$ cat config.mk
export PLATFORM = sky130hd
export DESIGN_NAME = dispatch_buffer_flat
export DESIGN_NICKNAME = d
export VERILOG_FILES = /design/src/rtl/dispatch_buffer_if.sv /design/src/rtl/dispatch_buffer.sv /design/src/flat_wrapper.sv
export SDC_FILE = /design/constraint.sdc
export NUM_CORES = 1
export LEC_CHECK = 0
export ABC_AREA = 1
export BUFFER_PORTS_ARGS = -buffer_cell sky130_fd_sc_hd__buf_2
export CORE_MARGIN = 3
export CORE_UTILIZATION = 45
export DETAILED_ROUTE_END_ITERATION = 8
export SETUP_SLACK_MARGIN = 0.4
export SLEW_MARGIN = 20
export SYNTH_ARGS = -nofsm -noshare
export SYNTH_HDL_FRONTEND = slang
export SYNTH_SLANG_ARGS = --single-unit
$ cat constraint.sdc
create_clock -name clk -period 16.54 [get_ports clk]
set_input_delay 0 -clock clk [delete_from_list [all_inputs] [get_ports clk]]
set_output_delay 0 -clock clk [all_outputs]
set_load 0.01 [all_outputs]
$ cat src/rtl/dispatch_buffer_if.sv
// Rename/issue-queue side bundle of the dispatch buffer.
// master: rename + issue queues, slave: the buffer.
interface dispatch_buffer_if #(
    parameter int W      = 4,
    parameter int NUM_IQ = 4
);
    logic [W-1:0]       IN_uopValid;
    logic [W*101-1:0]   IN_uop;
    logic [W-1:0]       IN_uopOrdering;
    logic               OUT_stall;
    logic [NUM_IQ-1:0]  IN_iqFull;
    logic [75:0]        IN_branch;
    logic               OUT_frontEn;
    logic [W-1:0]       OUT_uopValid;
    logic [W*101-1:0]   OUT_uop;
    logic [W-1:0]       OUT_uopOrdering;

    modport master (
        output IN_uopValid, IN_uop, IN_uopOrdering,
        output IN_iqFull, IN_branch,
        input  OUT_stall, OUT_frontEn,
        input  OUT_uopValid, OUT_uop, OUT_uopOrdering
    );

    modport slave (
        input  IN_uopValid, IN_uop, IN_uopOrdering,
        input  IN_iqFull, IN_branch,
        output OUT_stall, OUT_frontEn,
        output OUT_uopValid, OUT_uop, OUT_uopOrdering
    );
endinterface

$ cat src/rtl/dispatch_buffer.sv
// Bundle FIFO between rename and the issue queues with mispredict kill.
// Define DISPATCH_STALL_CNT_EN to add the OUT_stallCycles counter.
module dispatch_buffer #(
    parameter int W      = 4,
    parameter int DEPTH  = 4,
    parameter int NUM_IQ = 4
) (
    input  logic              clk,
    input  logic              rst,
    dispatch_buffer_if.slave  bus
`ifdef DISPATCH_STALL_CNT_EN
    ,
    output logic [31:0]       OUT_stallCycles
`endif
);
    localparam int PW = $clog2(DEPTH);
    localparam int UW = 101;

    logic [PW-1:0]   rd_ptr;
    logic [PW-1:0]   wr_ptr;
    logic [PW:0]     count;
    logic [W-1:0]    vld_q [DEPTH];
    logic [W*UW-1:0] uop_q [DEPTH];
    logic [W-1:0]    ord_q [DEPTH];

    logic [W-1:0] head_vld;
    logic         has_head;
    logic         br_v;
    logic [6:0]   br_sqn;
    logic         iq_full;
    logic         stall;
    logic         fe;
    logic         drop;
    logic         enq;
    logic         deq;
    logic         unused_br;

    // A lane is wrong-path when its sqN is strictly younger (7-bit wrap).
    function automatic logic younger(input logic [6:0] sq,
                                     input logic [6:0] br);
        logic [6:0] d;
        d = sq - br;
        return !d[6] && (d != 7'd0);
    endfunction

    assign br_v      = bus.IN_branch[0];
    assign br_sqn    = bus.IN_branch[43:37];
    assign unused_br = ^{bus.IN_branch[75:44], bus.IN_branch[36:1]};
    assign iq_full   = |bus.IN_iqFull;

    assign has_head = (count != '0);
    assign head_vld = has_head ? vld_q[rd_ptr] : '0;
    assign stall    = (count == (PW+1)'(DEPTH));
    assign fe       = (|head_vld) && !iq_full && !br_v;
    assign drop     = has_head && !(|head_vld);
    assign deq      = fe || drop;
    assign enq      = !stall && (|bus.IN_uopValid) && !br_v;

    assign bus.OUT_stall       = stall;
    assign bus.OUT_frontEn     = fe;
    assign bus.OUT_uopValid    = head_vld;
    assign bus.OUT_uop         = uop_q[rd_ptr];
    assign bus.OUT_uopOrdering = ord_q[rd_ptr];

    always_ff @(posedge clk or posedge rst) begin
        if (rst) begin
            rd_ptr <= '0;
            wr_ptr <= '0;
            count  <= '0;
            for (int e = 0; e < DEPTH; e++) vld_q[e] <= '0;
        end else begin
            if (enq) begin
                vld_q[wr_ptr] <= bus.IN_uopValid;
                wr_ptr        <= wr_ptr + PW'(1);
            end
            if (deq) rd_ptr <= rd_ptr + PW'(1);
            // enq is blocked during a branch, so the kill never races a write
            if (br_v) begin
                for (int e = 0; e < DEPTH; e++)
                    for (int l = 0; l < W; l++)
                        if (younger(uop_q[e][l*UW+45 +: 7], br_sqn))
                            vld_q[e][l] <= 1'b0;
            end
            case ({enq, deq})
                2'b10:   count <= count + (PW+1)'(1);
                2'b01:   count <= count - (PW+1)'(1);
                default: count <= count;
            endcase
        end
    end

    always_ff @(posedge clk) begin
        if (enq) begin
            uop_q[wr_ptr] <= bus.IN_uop;
            ord_q[wr_ptr] <= bus.IN_uopOrdering;
        end
    end

`ifdef DISPATCH_STALL_CNT_EN
    always_ff @(posedge clk or posedge rst) begin
        if (rst)
            OUT_stallCycles <= '0;
        else if ((|head_vld) && iq_full && !br_v)
            OUT_stallCycles <= OUT_stallCycles + 32'd1;
    end
`endif

endmodule

$ cat src/flat_wrapper.sv
// flat-port wrapper written by rule: the top's interface ports become plain ports
module dispatch_buffer_flat 
#(
    parameter int W      = 4,
    parameter int DEPTH  = 4,
    parameter int NUM_IQ = 4
)
  (clk, rst, bus_IN_uopValid, bus_IN_uop, bus_IN_uopOrdering, bus_IN_iqFull, bus_IN_branch, bus_OUT_stall, bus_OUT_frontEn, bus_OUT_uopValid, bus_OUT_uop, bus_OUT_uopOrdering);
  dispatch_buffer_if #(.W(W), .NUM_IQ(NUM_IQ)) bus_i ();
  input  logic clk;
  input  logic rst;
  input wire logic [$bits(bus_i.IN_uopValid)-1:0] bus_IN_uopValid;
  input wire logic [$bits(bus_i.IN_uop)-1:0] bus_IN_uop;
  input wire logic [$bits(bus_i.IN_uopOrdering)-1:0] bus_IN_uopOrdering;
  input wire logic [$bits(bus_i.IN_iqFull)-1:0] bus_IN_iqFull;
  input wire logic [$bits(bus_i.IN_branch)-1:0] bus_IN_branch;
  output wire logic [$bits(bus_i.OUT_stall)-1:0] bus_OUT_stall;
  output wire logic [$bits(bus_i.OUT_frontEn)-1:0] bus_OUT_frontEn;
  output wire logic [$bits(bus_i.OUT_uopValid)-1:0] bus_OUT_uopValid;
  output wire logic [$bits(bus_i.OUT_uop)-1:0] bus_OUT_uop;
  output wire logic [$bits(bus_i.OUT_uopOrdering)-1:0] bus_OUT_uopOrdering;
  assign bus_i.IN_uopValid = bus_IN_uopValid;
  assign bus_i.IN_uop = bus_IN_uop;
  assign bus_i.IN_uopOrdering = bus_IN_uopOrdering;
  assign bus_i.IN_iqFull = bus_IN_iqFull;
  assign bus_i.IN_branch = bus_IN_branch;
  assign bus_OUT_stall = bus_i.OUT_stall;
  assign bus_OUT_frontEn = bus_i.OUT_frontEn;
  assign bus_OUT_uopValid = bus_i.OUT_uopValid;
  assign bus_OUT_uop = bus_i.OUT_uop;
  assign bus_OUT_uopOrdering = bus_i.OUT_uopOrdering;
  dispatch_buffer #(.W(W), .DEPTH(DEPTH), .NUM_IQ(NUM_IQ)) u_core (.clk(clk), .rst(rst), .bus(bus_i));
endmodule
======== Yosys cells after proc, flatten, opt, wreduce, memory -nomap -nowiden ========
Memories as Yosys holds them, arrays and structs flattened.
Index checks and enable logic that the tools add are counted.
cells by class
  add/sub/neg operators ................... 20
  multiply operators ...................... 0
  div/mod/pow operators ................... 0
  magnitude comparators ................... 3
  eq/ne operators ......................... 3
  shifts and indexed selects .............. 0
  muxes and demuxes ....................... 28
  bitwise logic cells ..................... 2
  reductions and logical operators ........ 64
operators by type and width
  kind                   count
  $reduce_bool A7 Y1     16
  $sub A7 B7 Y7          16
  $mux W16               2
  $logic_and A1 B1 Y1    22
  $logic_not A1 Y1       20
  $mux W1                18
  $bwmux W16             1
  $mux W4                4
  $reduce_or A4 Y1       3
  $bmux W4 S2            1
  $demux W4 S2           1
  $ge A3 B3 Y1 const B   2
  $not A2 Y3             2
  $pmux W3 S2            1
  $add A2 B1 Y2 const B  2
  $add A3 B1 Y3 const B  1
  $eq A3 B3 Y1 const B   1
  $lt A3 B1 Y1 const B   1
  $reduce_bool A3 Y1     1
  $sub A3 B1 Y3 const B  1
  $eq A2 B1 Y1 const B   1
  $eq A2 B2 Y1 const B   1
  $reduce_bool A2 Y1     1
  $logic_or A1 B1 Y1     1
storage, ports and cells
  register bits ........................... 23
  bits in latches ......................... 0
  memory bits (writable) .................. 1632
  memory bits (read-only) ................. 0
  input port bits ......................... 494
  output and inout port bits .............. 414
  logic and storage cells ................. 129
  memories kept ........................... 2
memories
  memory        words  bits a word  read ports  clocked after memory_dff  wr ports  line                   text
  u_core.uop_q  4      404          5           0                         1         dispatch_buffer.sv:23  logic [W*UW-1:0] uop_q [DEPTH];
  u_core.ord_q  4      4            1           0                         1         dispatch_buffer.sv:24  logic [W-1:0] ord_q [DEPTH];

======== Logic depth before layout (Yosys ltp) ========
Gate-level depths: netlist of run 1.
  depth in word-level cells ............... 11
  gate-level depth with buffers ........... 16

======== Worst setup path before layout of run 1 ========
No wires, ideal clock.
  path type ............................... reg2reg
  from .................................... register u_core.count[0]
  to ...................................... register u_core.vld_q[0] in the netlist's numbering
  setup time .............................. 0.125 ns
  data arrival time ....................... 11.959 ns
  path slack .............................. 4.456 ns
  stages on the path, launching flop included .. 8
  clock period less this slack ............ 12.084 ns
  cell sequence ........................... dfrtp_1 inv_1 nand3_1 nand2_1 nor2_2 o21ai_0 nand2_1 inv_1
between the ends
  longest elaborated chain between the ends .. 7
RTL lines
  item                                 line                   text
  from (decl)                          dispatch_buffer.sv:21  logic [PW:0] count;
  from (signal assigned)               dispatch_buffer.sv:85  2'b10: count <= count + (PW+1)'(1);
  from (signal assigned)               dispatch_buffer.sv:86  2'b01: count <= count - (PW+1)'(1);
  from (signal assigned)               dispatch_buffer.sv:87  default: count <= count;
  $eq A3 B3 Y1 *                       dispatch_buffer.sv:53  assign stall = (count == (PW+1)'(DEPTH));
  $logic_not A1 Y1 *                   dispatch_buffer.sv:57  assign enq = !stall && (|bus.IN_uopValid) && !br_v;
  $logic_and A1 B1 Y1 * (2 in series)  dispatch_buffer.sv:57
  $mux W16 *                           dispatch_buffer.sv:72  if (enq) begin
  $mux W1                              dispatch_buffer.sv:81  if (younger(uop_q[e][l*UW+45 +: 7], br_sqn))
  $mux W16 *                           dispatch_buffer.sv:78  if (br_v) begin
  to (signal, indexed assignment)      dispatch_buffer.sv:73  vld_q[wr_ptr] <= bus.IN_uopValid;
  to (decl)                            dispatch_buffer.sv:22  logic [W-1:0] vld_q [DEPTH];
Every way passes the cells marked *; elsewhere a longest branch is shown, timed or not.
A chain may end at the register's enable or synchronous reset.

======== Final worst setup path of run 1 ========
  from .................................... register u_core.count[0]
  to ...................................... memory u_core.uop_q[0][297] in the netlist's numbering (enable)
between the ends
  longest elaborated chain between the ends .. 6
RTL lines
  item                               line                   text
  $eq A3 B3 Y1                       dispatch_buffer.sv:53
  $logic_not A1 Y1                   dispatch_buffer.sv:57
  $logic_and A1 B1 Y1 (2 in series)  dispatch_buffer.sv:57
  $mux W1                            dispatch_buffer.sv:93  if (enq) begin
  $mux W1 (implied by the code)      dispatch_buffer.sv:94  uop_q[wr_ptr] <= bus.IN_uop;
  to (decl)                          dispatch_buffer.sv:23
No other way between the ends.

==> results of run 1 <==
-- routing by layer --
| layer | vias up | share of wire, % | routed length, µm | track usage (%) |
|---|---|---|---|---|
| met5 | - | 0.030 | 54 | 0 |
| met1 | 22073 | 39 | 69900 | 27.9 |
| li1 | 21501 | - | - | - |
| met2 | 1338 | 50 | 88200 | 38.3 |
| met4 | 8 | 4.6 | 8170 | 10.8 |
| met3 | 350 | 6.6 | 11800 | 5.83 |
-- layout make-up --
type | instances | share of cell area [%]
Sequential cell | 1655 | 58.3
Multi-Input combinational cell | 2816 | 17.0
Timing Repair Buffer | 1683 | 14.9
Clock buffer | 221 | 5.27
Tap cell | 1903 | 2.80
Inverter | 192 | 0.865
Clock inverter | 86 | 0.791
Antenna cell | 30 | 0.0882
-- power groups by stage --
stage          Sequential [mW]  Clock (mW)  Combinational [mW]
2_1_floorplan             6.01           0                2.81
3_3_place_gp              5.75           0                4.78
3_5_place_dp              5.77           0                4.81
4_1_cts                   5.68        3.63                4.99
5_1_grt                   5.74        3.81                5.40
6_report                  5.69        3.55                4.93
-- cells in the final DEF, fill, tap and decap left out, types with 101 or more instances in the layout --
cell	Yosys	layout
dlygate4sd3_1	0	797
ha_1	101	101
nand3_1	132	132
o21ai_0	790	790
edfxtp_1	1632	1632
buf_2	61	839
clkbuf_16	0	172
nor2_1	844	844
nand2_1	286	286
inv_1	191	188
o22ai_1	404	404
-- worst max-delay path, cell delays in order (launching register included) --
cell     delay, ns
dfrtp_1       0.35
inv_1         0.09
nand3_1       0.12
nand2_1       0.31
nor2_4        0.20
buf_4         0.55
buf_4         0.81
buf_4         0.87
buf_4         0.90
-- flip-flops by register name (all words and copies together) (netlist names) --
register	count
u_core.uop_q	1616
u_core.ord_q	16
u_core.vld_q	16
u_core.count	3
u_core.rd_ptr	2
u_core.wr_ptr	2
-- final timing paths --
check	start	end	slack (ns)	cells after the start
worst min register to register	u_core.count[0]$_DFFE_PP0P_	u_core.count[0]$_DFFE_PP0P_	0.47	1
worst min-delay path	bus_IN_uop[373]	u_core.uop_q[1][373]$_DFFE_PP_	0.05	2
max in group asynchronous	rst	u_core.rd_ptr[1]$_DFFE_PP0P_	15.47	4
worst max-delay path	u_core.count[0]$_DFFE_PP0P_	u_core.uop_q[0][297]$_DFFE_PP_	11.78	8
worst max register to register	u_core.count[0]$_DFFE_PP0P_	u_core.uop_q[0][297]$_DFFE_PP_	11.78	8
min in group asynchronous	rst	u_core.rd_ptr[0]$_DFFE_PP0P_	0.54	4
-- Yosys cell counts, drive strengths merged --
| master | number |
|---|---|
| o22ai | 404 |
| edfxtp | 1632 |
| o21ai | 831 |
| buf | 67 |
| nand2 | 286 |
| nor4 | 1 |
| nand3 | 132 |
| nand3b | 8 |
| nor2 | 848 |
| dfrtp | 23 |
| a21oi | 71 |
| nand4 | 48 |
| or2 | 17 |
| xor2 | 35 |
| clkbuf | 210 |
| fa | 17 |
| inv | 192 |
| xnor2 | 1 |
| a21o | 16 |
| ha | 101 |
-- logic make-up (layout without fill, tap and decap cells) --
logic type | count (synthesis) | in the layout | synth area share [%]
DFF | 1655 | 1655 | 75.2
buffers and inverters | 469 | 2182 | 2.82
xor gates and xnor gates | 36 | 36 | 0.478
and+or+nand+nor | 1340 | 1340 | 8.19
other | 0 | 30 | 0
AOI/OAI and AO/OA | 1322 | 1322 | 10.9
adders and majority gates | 118 | 118 | 2.43
==> results.json, run 1 <==
{
  "maxCapViolCount": 0,
  "required_ns": 16.92,
  "fin_cells": 8586,
  "area_delta_synth_final_pct": 29.1,
  "routedWlPerCell_um": 20.7,
  "p_sw_mw": 5.18,
  "finClkSkew_ns": 0.0323,
  "drc_errors": 0,
  "worstPathMaxFanout": 62,
  "cts_buffer_depth": 3,
  "hpwl_um": 103000,
  "intPower_mw": 8.99,
  "clkPwrFrac_pct": 25.1,
  "first_pass_iters": 5,
  "antenna_left": 0,
  "drtIter0Drc": 3169,
  "cts_sinks": 1655,
  "die_h_um": 389,
  "endpoint_kind": "flop",
  "cts_root_buf": "clkbuf_16",
  "htree_levels": 4,
  "p_leak_nw": 31.1,
  "irDropWorstVdd_mv": 0.136,
  "yosys.area.top_type": "edfxtp_1",
  "cts_tree": "done",
  "final_area_mm2": 0.0851,
  "max_slew_margin_pct": 9.63,
  "rows": 139,
  "arrival_ns": 5.15,
  "die_area_mm2": 0.151,
  "holdBufCountCts": 795,
  "ys_types": 27,
  "top_level_ports": 908,
  "fmax_ghz": 0.210,
  "syn_inst": 4940,
  "status": "finished clean",
  "gp_congestion": 0.816,
  "nNetsFinal": 7129,
  "period_needed_ns": 4.76,
  "ys_ff_latch": 1655,
  "num_vias": 45270,
  "criticalPathCategory": "reg2reg",
  "avgSynthCellArea_um2": 13.3,
  "finish.utilization_pct": 58.9,
  "place_ws_ns": 11.77,
  "grt_max_degree": 202,
  "combinationalPowerShare_pct": 34.8,
  "synth_nets": 5552,
  "drv_slew": 0,
  "numCtsBuffers": 169,
  "switching_share_pct": 36.6,
  "synth_warnings": 0,
  "cts_setup_buffers": 0,
  "rsz0062_at_grt": "false",
  "grt_use_total_pct": 22.9,
  "gr-total-overflow": 0,
  "power_mw": 14.2,
  "placed_area_mm2": 0.0719,
  "hold_path_class": "in2reg",
  "die_w_um": 389,
  "start_kind": "flop",
  "hold_ws_ns": 0.0464,
  "antenna_found_initial": 35,
  "ff_latch_area_mm2": 0.0496,
  "synthTopCellsByArea": "edfxtp_1, o21ai_0, nor2_1",
  "syn_area_mm2": 0.0659,
  "path_clk_slew_ns": 0.06,
  "multi_input_area_mm2": 0.0145,
  "coreArea_mm2": 0.145,
  "ctsResizeCount": 0,
  "p_seq_share_pct": 40.1,
  "tightest_slew_ns": 1.36,
  "fin_ws_ns": 11.78,
  "fillerInstances": 11414,
  "io_buffers": 839,
  "setup_viol": 0,
  "hold_viol_final": 0,
  "ys_seq_area_share_pct": 75.2,
  "grt_pass1_wl_um": 266000,
  "clk_latency_ns": 0.80,
  "viasPerCell": 5.27,
  "placedCellCount": 7452,
  "tns_ns": 0,
  "synth.top_cell.area_share_pct": 74.3,
  "drive_gt1_share_pct": 16.9,
  "period_share_pct": 28.8,
  "grt_pass1_vias": 43757,
  "routed_wl_um": 178000,
  "powerDensity_mw_per_mm2": 167,
  "start_util_pct": 45.6
}
(Power assumes the default switching activity.)
==> run 2, diff against run 1 <==
==> constraint.sdc (replaced) <==
create_clock -name clk -period 4.9 [get_ports clk]
set_input_delay 0 -clock clk [delete_from_list [all_inputs] [get_ports clk]]
set_output_delay 0 -clock clk [all_outputs]
set_load 0.01 [all_outputs]
==> results.json, run 2 (synthesis gave the netlist of run 1 again) <==
{
  "status": "finished clean",
  "period_needed_ns": 3.96,
  "cts_sinks": 1655,
  "io_buffers": 839,
  "hpwl_um": 105000,
  "num_vias": 45453,
  "final_cell_mix": "edfxtp_1, nor2_1, buf_2",
  "start_kind": "flop",
  "die_w_um": 389,
  "rsz0062_at_grt": "false",
  "antenna_found_initial": 32,
  "htree_levels": 4,
  "viasPerCell": 5.29,
  "clk_latency_ns": 0.79,
  "ctsResizeCount": 0,
  "top_level_ports": 908,
  "worstPathMaxFanout": 212,
  "powerDensity_mw_per_mm2": 565,
  "die_h_um": 389,
  "path_clk_slew_ns": 0.06,
  "required_ns": 4.90,
  "antenna_left": 0,
  "die_area_mm2": 0.151,
  "largest-register": "u_core.uop_q",
  "ff_latch_area_mm2": 0.0496,
  "power_mw": 48.4,
  "maxCapViolCount": 0,
  "p_leak_nw": 31.4,
  "grt_pass1_wl_um": 268000,
  "cts_root_buf": "clkbuf_16",
  "drive_gt1_share_pct": 17.4,
  "place_ws_ns": 1.69,
  "routedWlPerCell_um": 20.8,
  "hold_ws_ns": 0.0581,
  "nNetsFinal": 7141,
  "layout_commonest_cell": "edfxtp_1",
  "fmax_ghz": 0.252,
  "fillerInstances": 11414,
  "start_util_pct": 45.6,
  "setup_viol": 0,
  "max_slew_margin_pct": 11.1,
  "rows": 139,
  "gp_congestion": 0.795,
  "finClkSkew_ns": 0.0470,
  "cts_buffer_depth": 3,
  "multi_input_area_mm2": 0.0145,
  "arrival_ns": 3.96,
  "first_pass_iters": 6,
  "grt_pass1_vias": 44255,
  "numCtsBuffers": 172,
  "grt_max_degree": 226,
  "gr-total-overflow": 0,
  "routed_wl_um": 179000,
  "area_delta_synth_final_pct": 30.0,
  "tightest_slew_ns": 1.33,
  "period_share_pct": 80.9,
  "largestRegisters": "u_core.uop_q x1616, u_core.ord_q x16, u_core.vld_q x16",
  "irDropWorstVdd_mv": 0.672,
  "hold_viol_final": 0,
  "drtIter0Drc": 3126,
  "drv_slew": 0,
  "grt_use_total_pct": 23.1,
  "endpoint_kind": "output pin",
  "tns_ns": 0,
  "criticalPathCategory": "reg2out",
  "coreArea_mm2": 0.145,
  "drc_errors": 0,
  "hold_path_class": "in2reg",
  "largest_register_ff_count": 1616,
  "fin_ws_ns": 0.936,
  "finish.utilization_pct": 59.3,
  "cts_tree": "done"
}
## run 2: cell count changes in the layout (fill, tap and decap cells not counted), moves of 4 or more
cell / delta
buf_12: +21
bufinv_16: +4
clkbuf_1: -10
clkinv_2: +5
clkinv_1: -9
buf_4: -10
## run 2: timing repair
item | in CTS | in global routing
endpoints found under the setup margin | 0 | 0
hold endpoints to repair | 1678 | 23
hold buffers | 795 | 1
setup buffers | 0 | 0
## run 2: worst paths after layout
kind                                              startpoint                            to  slack, ns  cells after the start
worst max register to register  u_core.rd_ptr[0]$_DFFE_PP0P_   u_core.count[2]$_DFFE_PP0P_       1.71                     15
min in group asynchronous                                rst    u_core.vld_q[15]$_DFF_PP0_       0.46                      4
worst max-delay path            u_core.rd_ptr[0]$_DFFE_PP0P_               bus_OUT_uop[79]       0.94                      5
max in group asynchronous                                rst  u_core.rd_ptr[0]$_DFFE_PP0P_       3.96                      4
worst min register to register   u_core.count[0]$_DFFE_PP0P_   u_core.count[0]$_DFFE_PP0P_       0.50                      1
worst min-delay path                           bus_IN_uop[6]  u_core.uop_q[3][6]$_DFFE_PP_       0.06                      2
## run 2: metrics by stage
| stage | cells | cell area (µm²) |
|---|---|---|
| after floorplan | 4940 | 66000 |
| after global placement | 7462 | 72200 |
| after detailed placement | 7462 | 72200 |
| after CTS | 8562 | 85600 |
| after global routing | 8585 | 85700 |
| final | 8592 | 85700 |
## run 2: final cells by class
cell class,instances,share of cell area (%)
clock buffer,213,5.23
tap,1903,2.78
sequential,1655,57.9
timing repair buffer,1692,15.1
clock inverter,92,1.08
antenna,29,0.0847
inverter,192,0.860
multi-input combinational,2816,16.9
## run 2: metal layers
layer / global-route usage (%) / up-vias / wire length [µm]
met5: 0 / - / 28
met4: 11.6 / 6 / 8720
met3: 5.49 / 350 / 11500
met2: 38.3 / 1291 / 88400
met1: 28.2 / 22281 / 70100
li1: - / 21525 / -
## run 2: report_power, final
part           internal (mW)  total (mW)  leakage [nW]  switching [mW]
logic                   5.26        16.9          13.5            11.6
clock network           7.02        12.5          2.62            5.44
registers               18.5        19.1          15.2           0.661
## run 2: worst max-delay path, stage by stage (launching register included)
cell and delay, ns:
dfrtp_4 0.74, buf_12 0.60, buf_12 0.53, o21ai_0 0.24, o22ai_1 0.41, buf_2 0.22
